File: config.mk
export PLATFORM = sky130hd
export DESIGN_NAME = block_b_sched
export DESIGN_NICKNAME = d
export VERILOG_FILES = /design/src/rtl/block_b_sched_pkg.sv /design/src/rtl/block_b_sched_rr_arb.sv /design/src/rtl/block_b_sched.sv
export SDC_FILE = /design/constraint.sdc
export NUM_CORES = 1
export LEC_CHECK = 0
export CORE_UTILIZATION = 40
export CTS_CLUSTER_SIZE = 40
export DETAILED_ROUTE_END_ITERATION = 16
export PLACE_DENSITY = 0.67
export SYNTH_ARGS = -nofsm -noshare
export SYNTH_HDL_FRONTEND = slang
export SYNTH_HIERARCHICAL = 1
export SYNTH_SLANG_ARGS = --single-unit
File: constraint.sdc
create_clock -name clk -period 4.1 [get_ports clk]
set_input_delay 0.82 -clock clk [delete_from_list [all_inputs] [get_ports clk]]
set_output_delay 0.82 -clock clk [all_outputs]
set_load 0.01 [all_outputs]
File: src/rtl/block_b_sched_pkg.sv
// Shared types and constants for the block_b request scheduler.
package block_b_sched_pkg;

  typedef enum logic [1:0] {
    IDLE,
    WAIT,
    RECOVER
  } state_e;

  localparam int unsigned RECOVER_CYCLES = 2;

  // Requester ID width; a single requester still needs one bit.
  function automatic int unsigned id_w(input int unsigned n);
    return (n > 1) ? $clog2(n) : 1;
  endfunction

endpackage

File: src/rtl/block_b_sched_rr_arb.sv
// Round-robin arbiter: searches from the pointer upward and advances it past each granted index.
module rr_arb
  import block_b_sched_pkg::*;
#(
  parameter int unsigned NUM_REQ = 4,
  localparam int unsigned ID_W = id_w(NUM_REQ)
) (
  input  logic               clk,
  input  logic               rst,
  input  logic [NUM_REQ-1:0] req,
  input  logic               advance,
  output logic [NUM_REQ-1:0] grant,
  output logic [ID_W-1:0]    grant_idx,
  output logic               grant_valid
);

  logic [ID_W-1:0] ptr_q;
  logic [ID_W-1:0] ptr_d;
  logic [ID_W:0]   cand;

  // One extra bit on cand so ptr+i never overflows before the wrap subtraction.
  always_comb begin
    grant       = '0;
    grant_idx   = '0;
    grant_valid = 1'b0;
    cand        = '0;
    for (int unsigned i = 0; i < NUM_REQ; i++) begin
      cand = {1'b0, ptr_q} + (ID_W + 1)'(i);
      if (cand >= (ID_W + 1)'(NUM_REQ)) begin
        cand = cand - (ID_W + 1)'(NUM_REQ);
      end
      if (!grant_valid && req[cand[ID_W-1:0]]) begin
        grant[cand[ID_W-1:0]] = 1'b1;
        grant_idx             = cand[ID_W-1:0];
        grant_valid           = 1'b1;
      end
    end
  end

  always_comb begin
    ptr_d = ptr_q;
    if (advance && grant_valid) begin
      ptr_d = (grant_idx == ID_W'(NUM_REQ - 1)) ? '0 : grant_idx + ID_W'(1);
    end
  end

  always_ff @(posedge clk) begin
    if (rst) begin
      ptr_q <= '0;
    end else begin
      ptr_q <= ptr_d;
    end
  end

endmodule

File: src/rtl/block_b_sched.sv
// Shares one block_b datapath among NUM_REQ requesters with round-robin grant,
// tagged responses and a timeout watchdog that resets block_b.
module block_b_sched
  import block_b_sched_pkg::*;
#(
  parameter int unsigned NUM_REQ    = 4,
  parameter int unsigned DATA_WIDTH = 5,
  parameter int unsigned TIMEOUT    = 15,
  localparam int unsigned ID_W = id_w(NUM_REQ)
) (
  input  logic                          clk,
  input  logic                          rst,
  input  logic [NUM_REQ-1:0]            req_valid,
  input  logic [NUM_REQ*DATA_WIDTH-1:0] req_data,
  output logic [NUM_REQ-1:0]            req_ready,
  output logic [DATA_WIDTH-1:0]         blk_data_in,
  output logic                          blk_rst,
  input  logic                          blk_data_out,
  input  logic                          blk_data_en,
  output logic                          rsp_valid,
  output logic [ID_W-1:0]               rsp_id,
  output logic                          rsp_data,
  output logic                          rsp_timeout,
  output logic                          busy
);

  localparam int unsigned TMR_W  = $clog2(TIMEOUT + 1);
  localparam int unsigned RCNT_W = $clog2(RECOVER_CYCLES + 1);

  state_e                state_q, state_d;
  logic [TMR_W-1:0]      timer_q, timer_d;
  logic [RCNT_W-1:0]     rcnt_q, rcnt_d;
  logic [ID_W-1:0]       id_q, id_d;
  logic [DATA_WIDTH-1:0] blk_data_in_q, blk_data_in_d;
  logic                  blk_rst_q, blk_rst_d;
  logic                  rsp_valid_q, rsp_valid_d;
  logic [ID_W-1:0]       rsp_id_q, rsp_id_d;
  logic                  rsp_data_q, rsp_data_d;
  logic                  rsp_timeout_q, rsp_timeout_d;

  logic [NUM_REQ-1:0]    grant;
  logic [ID_W-1:0]       grant_idx;
  logic                  grant_valid;
  logic                  advance;

  assign advance = (state_q == IDLE);

  rr_arb #(
    .NUM_REQ (NUM_REQ)
  ) u_rr_arb (
    .clk         (clk),
    .rst         (rst),
    .req         (req_valid),
    .advance     (advance),
    .grant       (grant),
    .grant_idx   (grant_idx),
    .grant_valid (grant_valid)
  );

  // Accept is combinational so the grant and the transfer share one cycle.
  assign req_ready   = (state_q == IDLE && !rst) ? grant : '0;
  assign busy        = (state_q != IDLE);
  assign blk_data_in = blk_data_in_q;
  assign blk_rst     = blk_rst_q;
  assign rsp_valid   = rsp_valid_q;
  assign rsp_id      = rsp_id_q;
  assign rsp_data    = rsp_data_q;
  assign rsp_timeout = rsp_timeout_q;

  always_comb begin
    state_d       = state_q;
    timer_d       = timer_q;
    rcnt_d        = rcnt_q;
    id_d          = id_q;
    blk_data_in_d = blk_data_in_q;
    blk_rst_d     = blk_rst_q;
    rsp_valid_d   = 1'b0;
    rsp_id_d      = rsp_id_q;
    rsp_data_d    = rsp_data_q;
    rsp_timeout_d = rsp_timeout_q;
    case (state_q)
      IDLE: begin
        if (grant_valid) begin
          blk_data_in_d = req_data[32'(grant_idx) * DATA_WIDTH +: DATA_WIDTH];
          id_d          = grant_idx;
          timer_d       = '0;
          state_d       = WAIT;
        end
      end
      WAIT: begin
        // Completion takes priority over a timeout in the same cycle.
        if (blk_data_en) begin
          rsp_valid_d   = 1'b1;
          rsp_data_d    = blk_data_out;
          rsp_id_d      = id_q;
          rsp_timeout_d = 1'b0;
          state_d       = IDLE;
        end else if (timer_q == TMR_W'(TIMEOUT - 1)) begin
          rsp_valid_d   = 1'b1;
          rsp_data_d    = 1'b0;
          rsp_id_d      = id_q;
          rsp_timeout_d = 1'b1;
          blk_rst_d     = 1'b1;
          rcnt_d        = '0;
          state_d       = RECOVER;
        end else begin
          timer_d = timer_q + TMR_W'(1);
        end
      end
      RECOVER: begin
        if (rcnt_q == RCNT_W'(RECOVER_CYCLES - 1)) begin
          blk_rst_d = 1'b0;
          state_d   = IDLE;
        end else begin
          rcnt_d = rcnt_q + RCNT_W'(1);
        end
      end
      default: state_d = IDLE;
    endcase
  end

  always_ff @(posedge clk) begin
    if (rst) begin
      state_q       <= IDLE;
      timer_q       <= '0;
      rcnt_q        <= '0;
      id_q          <= '0;
      blk_data_in_q <= '0;
      blk_rst_q     <= 1'b0;
      rsp_valid_q   <= 1'b0;
      rsp_id_q      <= '0;
      rsp_data_q    <= 1'b0;
      rsp_timeout_q <= 1'b0;
    end else begin
      state_q       <= state_d;
      timer_q       <= timer_d;
      rcnt_q        <= rcnt_d;
      id_q          <= id_d;
      blk_data_in_q <= blk_data_in_d;
      blk_rst_q     <= blk_rst_d;
      rsp_valid_q   <= rsp_valid_d;
      rsp_id_q      <= rsp_id_d;
      rsp_data_q    <= rsp_data_d;
      rsp_timeout_q <= rsp_timeout_d;
    end
  end

endmodule
==> results of run 1 <==
[cell families after synthesis]
group / count (synthesis) / synth area share (%)
buf+inv: 13 / 4.44
mux: 14 / 16.1
fa+ha+maj: 8 / 6.35
xor+xnor: 1 / 0.556
simple gates: 72 / 23.3
flops: 23 / 29.2
compound gates: 44 / 20.1
[flip-flops by register name (all words and copies together) (netlist names), named ones only]
register and count:
blk_data_in 5, blk_rst 1, id_q 2, rcnt_q 2, rsp_data 1, rsp_id 2, rsp_timeout 1, rsp_valid 1
state_q 2, timer_q 4, u_rr_arb/ptr_q 1
[cells in the mapped netlist (3+ instances only)]
master and n:
ha_1 8, mux2i_1 4, dfxtp_1 23, o21ai_0 4, a22oi_1 4, a221o_1 4
and2_1 4, nor2_1 16, nand3_1 6, inv_1 4, nand2_1 25, nor2b_1 3
mux4_2 9, a21oi_1 15
[layer usage]
metal,global-route usage [%],vias to the layer above,wire [µm]
met3,2.99,2,157
met5,0,-,0
li1,-,742,-
met2,33.2,39,1900
met1,21.0,727,1670
met4,3.89,0,11
[worst max-delay path, cell delays in order (launching register included)]
cell	delay, ns
dfxtp_1	0.53
inv_1	0.19
ha_1	0.47
mux4_2	0.46
nor2b_4	0.22
a22oi_1	0.10
nor2_1	0.11
a221o_1	0.11
and2_1	0.11
clkdlybuf4s50_1	0.53
[cell type report]
class	count	area share, %
tap	48	2.81
clock inverter	1	0.351
sequential	23	21.5
inverter	5	0.877
clock buffer	3	1.93
multi-input combinational	140	50.5
timing repair buffer	47	22.0
[per-stage QoR]
| stage | hold WS (ns) | worst slack [ns] |
|---|---|---|
| 6_report | 0.456 | 0.176 |
| 4_1_cts | 0.460 | 0.00832 |
| 2_1_floorplan | 0.436 | 1.05 |
| 3_3_place_gp | 0.445 | 0.124 |
| 3_5_place_dp | 0.448 | 0.00761 |
| 5_1_grt | 0.488 | 0.0225 |
[path summary, 6_finish.rpt]
path                                  startpoint                     endpoint  slack (ns)
setup / recovery  u_rr_arb/ptr_q[1]$_SDFFE_PP0P_                 req_ready[1]        0.18
hold / removal       blk_data_in[3]$_SDFFE_PP0P_  blk_data_in[3]$_SDFFE_PP0P_        0.46
setup reg to reg  u_rr_arb/ptr_q[1]$_SDFFE_PP0P_  blk_data_in[1]$_SDFFE_PP0P_        1.02
hold reg to reg      blk_data_in[3]$_SDFFE_PP0P_  blk_data_in[3]$_SDFFE_PP0P_        0.46
[power breakdown]
part	leakage, nW	internal [mW]	switching [mW]	total (mW)
Sequential	0.188	0.262	0.0318	0.293
Clock	0.0217	0.0687	0.0728	0.141
Combinational	0.609	0.358	0.348	0.706
Total	0.819	0.688	0.452	1.14
==> key figures, run 1 <==
Clock tree
  • Hold_buf cts: 0
  • Deepest clock path buffer count: 2
  • Cts bufs inserted: 3
  • Clk slew on worst S/H paths: 0.08 ns
  • Post-CTS Setup Repair Bufs: 0
  • H-tree depth: 1
  • Clk Latency, worst-skew pair: 0.26 ns
  • CTS root buf: clkbuf_8
  • CTS tree: built
  • # resized after CTS: 0
  • CTS Sinks: 23

Synthesis
  • Top cell type by total area after synthesis: dfxtp_1
  • Post-synth EDFFs: 0
  • Sequential element share of the synthesized area: 29.2%
  • Mapped cell area: 0.00158 mm²
  • Synth top area share: 29.2%
  • Yosys cell types: 50
  • Async S/R FF share, synth: 0%
  • Syn nets: 211
  • Synth warn: 6
  • Top post-synthesis cells by area: dfxtp_1 (29%), mux4_2 (13%), ha_1 (6.3%), nand2_1 (6.0%), a21oi_1 (4.8%)
  • Post-Syn Area per Cell: 9.01 µm²
  • Synth Instances: 175
  • Post-synth top flop: dfxtp_1
  • Synth Register Bits: 23

Timing
  • Unrepaired setup endpoints after global routing: no
  • Final hold viol count: 0
  • Slew HR: 66.7%
  • Fin crit period: 3.92 ns
  • Final setup fails: 0
  • Setup tns final: 0 ns
  • Slew @ Worst Pin: 0.498 ns
  • Fmax: 0.255 GHz
  • Slew Viols, Final: 0
  • Clock Skews: 0.00336 ns
  • Fin crit share: 95.7%

Global route
  • Largest net degree at the start of global routing: 24
  • Vias in the first global route: 1401
  • Global-route wire length before repair: 5940 µm
  • Total congestion overflow: 0
  • Initial antenna violation count: 0
  • GR Util All Layers: 17.8%

Route
  • DR pass1 iterations: 4
  • DR iter-0 viols: 114
  • Routed WL: 3740 µm
  • Vias per std cell: 5.66
  • Drt wl/cell: 14.0 µm
  • Antenna viol nets, final: 0
  • Via count: 1510
  • # DRC: 0

Floorplanning
  • IO Count: 44
  • Num rows: 22
  • Die X: 64.8 µm
  • Core ar.: 0.00372 mm²
  • Die height: 64.8 µm
  • Starting Density: 42.4%
  • Die area: 0.00420 mm²

Hold path
  • HP Class: reg -> reg
  • Hold depth: 2

Setup path
  • CP max FO: 9
  • CP Data Arrival Time: 3.10 ns
  • Critical Path RT: 3.28 ns
  • R2r worst-path depth: 9
  • CP Capture Type: output port
  • Worst Setup Start Kind: flop
  • Critical path type: reg -> out

Power
  • P_leak: 0.819 nW
  • Pwr Density: 533 mW/mm²
  • Peak supply drop: 0.219 mV
  • Power, Total: 1.14 mW

Cells and area
  • Area grow syn2layout: 35.7%
  • Antenna cells: 0
  • Fill cells: 354
  • Design area: 0.00214 mm²
  • Sequential Area: 460 µm²
  • Commonest non-fill, non-tap cell in the layout: clkdlybuf4s50_1
  • Layout cell share with drive strength beyond 1: 13.2%
  • # nets final: 256
  • Layout Utilization: 57.6%
  • Final non-filler cell total: 267
  • Most frequent cells in the layout: clkdlybuf4s50_1 (39), nand2_1 (25), dfxtp_1 (23), nor2_1 (16), a21oi_1 (15)
  • Area of the multi-input gates: 0.00108 mm²

Placed design
  • Final RePlAce weighted congestion: 0.769
  • Placed cell count: 262
  • Placed instance area: 0.00205 mm²
  • Port bufs: 43
  • Post-DP HPWL: 2780 µm

Outcome
  • Status: finished clean

Run
  • Max Cap Viol: 0
Note: power is estimated with default switching activity, not from simulation.
==> run 2: changes to the inputs <==
Settings changed: DONT_BUFFER_PORTS set to 1, PLACE_DENSITY 0.67 to 0.52.
Clock period 4.1 ns to 4.3 ns, I/O delays scaled along.
==> key figures, run 2 (synthesized netlist as in run 1, its figures left out) <==
Outcome
  • Status: finished clean

Route
  • Vias per std cell: 6.07 (+7.3%)
  • # DRC: 0 (unchanged)
  • DR pass1 iterations: 4 (unchanged)
  • Drt wl/cell: 15.5 µm (+10%)
  • Via count: 1329 (-12%)
  • DR iter-0 viols: 109 (-4.4%)
  • Antenna viol nets, final: 0 (unchanged)
  • Routed WL: 3390 µm (-9.4%)

Cells and area
  • Antenna cells: 0 (unchanged)
  • # nets final: 208 (-19%)
  • Fill cells: 385 (+8.8%)
  • Max FFs per register: 5 (unchanged)
  • Area grow syn2layout: 3.49%
  • Layout cell share with drive strength beyond 1: 14.6% (+1.4 points)
  • Design area: 0.00163 mm² (-24%)
  • Final non-filler cell total: 219 (-18%)
  • Most frequent cells in the layout: nand2_1 (25), dfxtp_1 (23), nor2_1 (16), a21oi_1 (15), mux4_2 (9)
  • Commonest non-fill, non-tap cell in the layout: nand2_1

Setup path
  • CP top delay family: flip-flops
  • CP Cell Sequence: inv_1, ha_1, mux4_2, nor4b_2, a221o_1, and2_1
  • Max incr delay on CP: 0.66 ns (+0.13 ns)
  • CP max FO: 11 (+2)
  • R2r worst-path depth: 9 (unchanged)
  • Worst Setup Start Kind: flop
  • Flop2flop setup slack: 1.08 ns (+0.06 ns)
  • Critical path type: reg -> out
  • Cell depth of the worst setup path: 6 (-3)
  • CP Capture Type: output port
  • CP Data Arrival Time: 2.92 ns (-0.18 ns)
  • Buf/Inv on CP: 1 (-1)
  • Critical Path Slowest Stage Cell: dfxtp_1
  • Critical Path RT: 3.44 ns (+0.16 ns)

Placed design
  • Placed instance area: 0.00159 mm² (-23%)
  • Port bufs: 0 (-100%)
  • Post-DP HPWL: 2500 µm (-10%)
  • Final RePlAce weighted congestion: 0.782 (+1.7%)
  • Placed cell count: 215 (-18%)

Clock tree
  • Post-CTS Setup Repair Bufs: 0 (unchanged)
  • Deepest clock path buffer count: 2 (unchanged)
  • Hold_buf cts: 0 (unchanged)
  • CTS Sinks: 23 (unchanged)
  • H-tree depth: 1 (unchanged)
  • CTS tree: built
  • Clk Latency, worst-skew pair: 0.26 ns (about the same)
  • CTS root buf: clkbuf_8
  • # resized after CTS: 0 (unchanged)
  • Cts bufs inserted: 3 (unchanged)
  • Clk slew on worst S/H paths: 0.08 ns (about the same)

Power
  • Power, Total: 958 µW (-16%)
  • Pwr Density: 587 mW/mm² (+10%)
  • Peak supply drop: 0.283 mV (+29%)
  • P_leak: 0.590 nW (-28%)

Hold path
  • HP Class: reg -> reg
  • Hold depth: 2 (unchanged)

Floorplanning
  • Starting Density: 42.4% (unchanged)
  • Num rows: 22 (unchanged)
  • IO Count: 44 (unchanged)
  • Die height: 64.8 µm (unchanged)
  • Die area: 0.00420 mm² (unchanged)
  • Die X: 64.8 µm (unchanged)
  • Core ar.: 0.00372 mm² (unchanged)

Global route
  • Initial antenna violation count: 0 (unchanged)
  • Vias in the first global route: 1233 (-12%)
  • Global-route wire length before repair: 5490 µm (-7.7%)
  • GR Util All Layers: 16.5% (-1.3 points)
  • Total congestion overflow: 0 (unchanged)
  • Largest net degree at the start of global routing: 25 (+4.2%)

Timing
  • Fmax: 0.265 GHz
  • Slew HR: 64.4% (-2.3 points)
  • Fin crit period: 3.78 ns
  • Final setup fails: 0 (unchanged)
  • Clock Skews: 0.00476 ns (+0.00140 ns)
  • Slew @ Worst Pin: 0.533 ns (+0.0350 ns)
  • Slew Viols, Final: 0 (unchanged)
  • Unrepaired setup endpoints after global routing: no
  • Fin crit share: 87.9%
  • Final hold viol count: 0 (unchanged)
  • Setup tns final: 0 ns (unchanged)

Run
  • Max Cap Viol: 0 (unchanged)
[run 2: cell types whose count changed in the layout (fill, tap and decap cells not counted), sizes merged]
cell           previous run  this run
mux4                     10         9
buf                       4         0
clkdlybuf4s50            39         0
clkinv                    0         1
dlymetal6s2s              4         0
clkinvlp                  1         0
[run 2: final cells by class]
type / instances / area, µm² / area share (%)
sequential: 23 / 460 / 28.2
inverter: 5 / 18.8 / 1.15
multi-input combinational: 139 / 1050 / 64.1
clock inverter: 1 / 5.00 / 0.307
clock buffer: 3 / 41.3 / 2.53
tap: 48 / 60.1 / 3.68
[run 2: path summary, 6_finish.rpt]
check | start | to
setup reg to reg | flop | blk_data_in[1]$_SDFFE_PP0P_
hold / removal | id_q[1]$_SDFFE_PP0P_ | id_q[1]$_SDFFE_PP0P_
hold reg to reg | id_q[1]$_SDFFE_PP0P_ | id_q[1]$_SDFFE_PP0P_
setup / recovery | flop | req_ready[3]
[run 2: through the flow]
step,setup WS [ns],hold slack (ns),utilization (%)
after detailed placement,0.822,0.440,42.7
final,0.520,0.453,43.9
after CTS,0.530,0.452,43.9
after global routing,0.296,0.477,43.9
after global placement,1.06,0.444,42.7
after floorplan,1.17,0.436,-
[run 2: power breakdown]
group / switching [mW] / total (mW) / internal (mW)
clock: 0.0692 / 0.134 / 0.0647
sequential: 0.0549 / 0.304 / 0.250
combinational: 0.271 / 0.520 / 0.249
[run 2: worst min-delay path: stages, from the launching register on]
cell     delay (ns)
dfxtp_1        0.31
nand2_1        0.05
a21oi_1        0.05
[run 2: per-layer routing]
metal / wire length, µm / track usage [%]
met2: 1540 / 27.1
met3: 273 / 3.87
met5: 0 / 0
met1: 1540 / 21.5
met4: 29 / 4.44
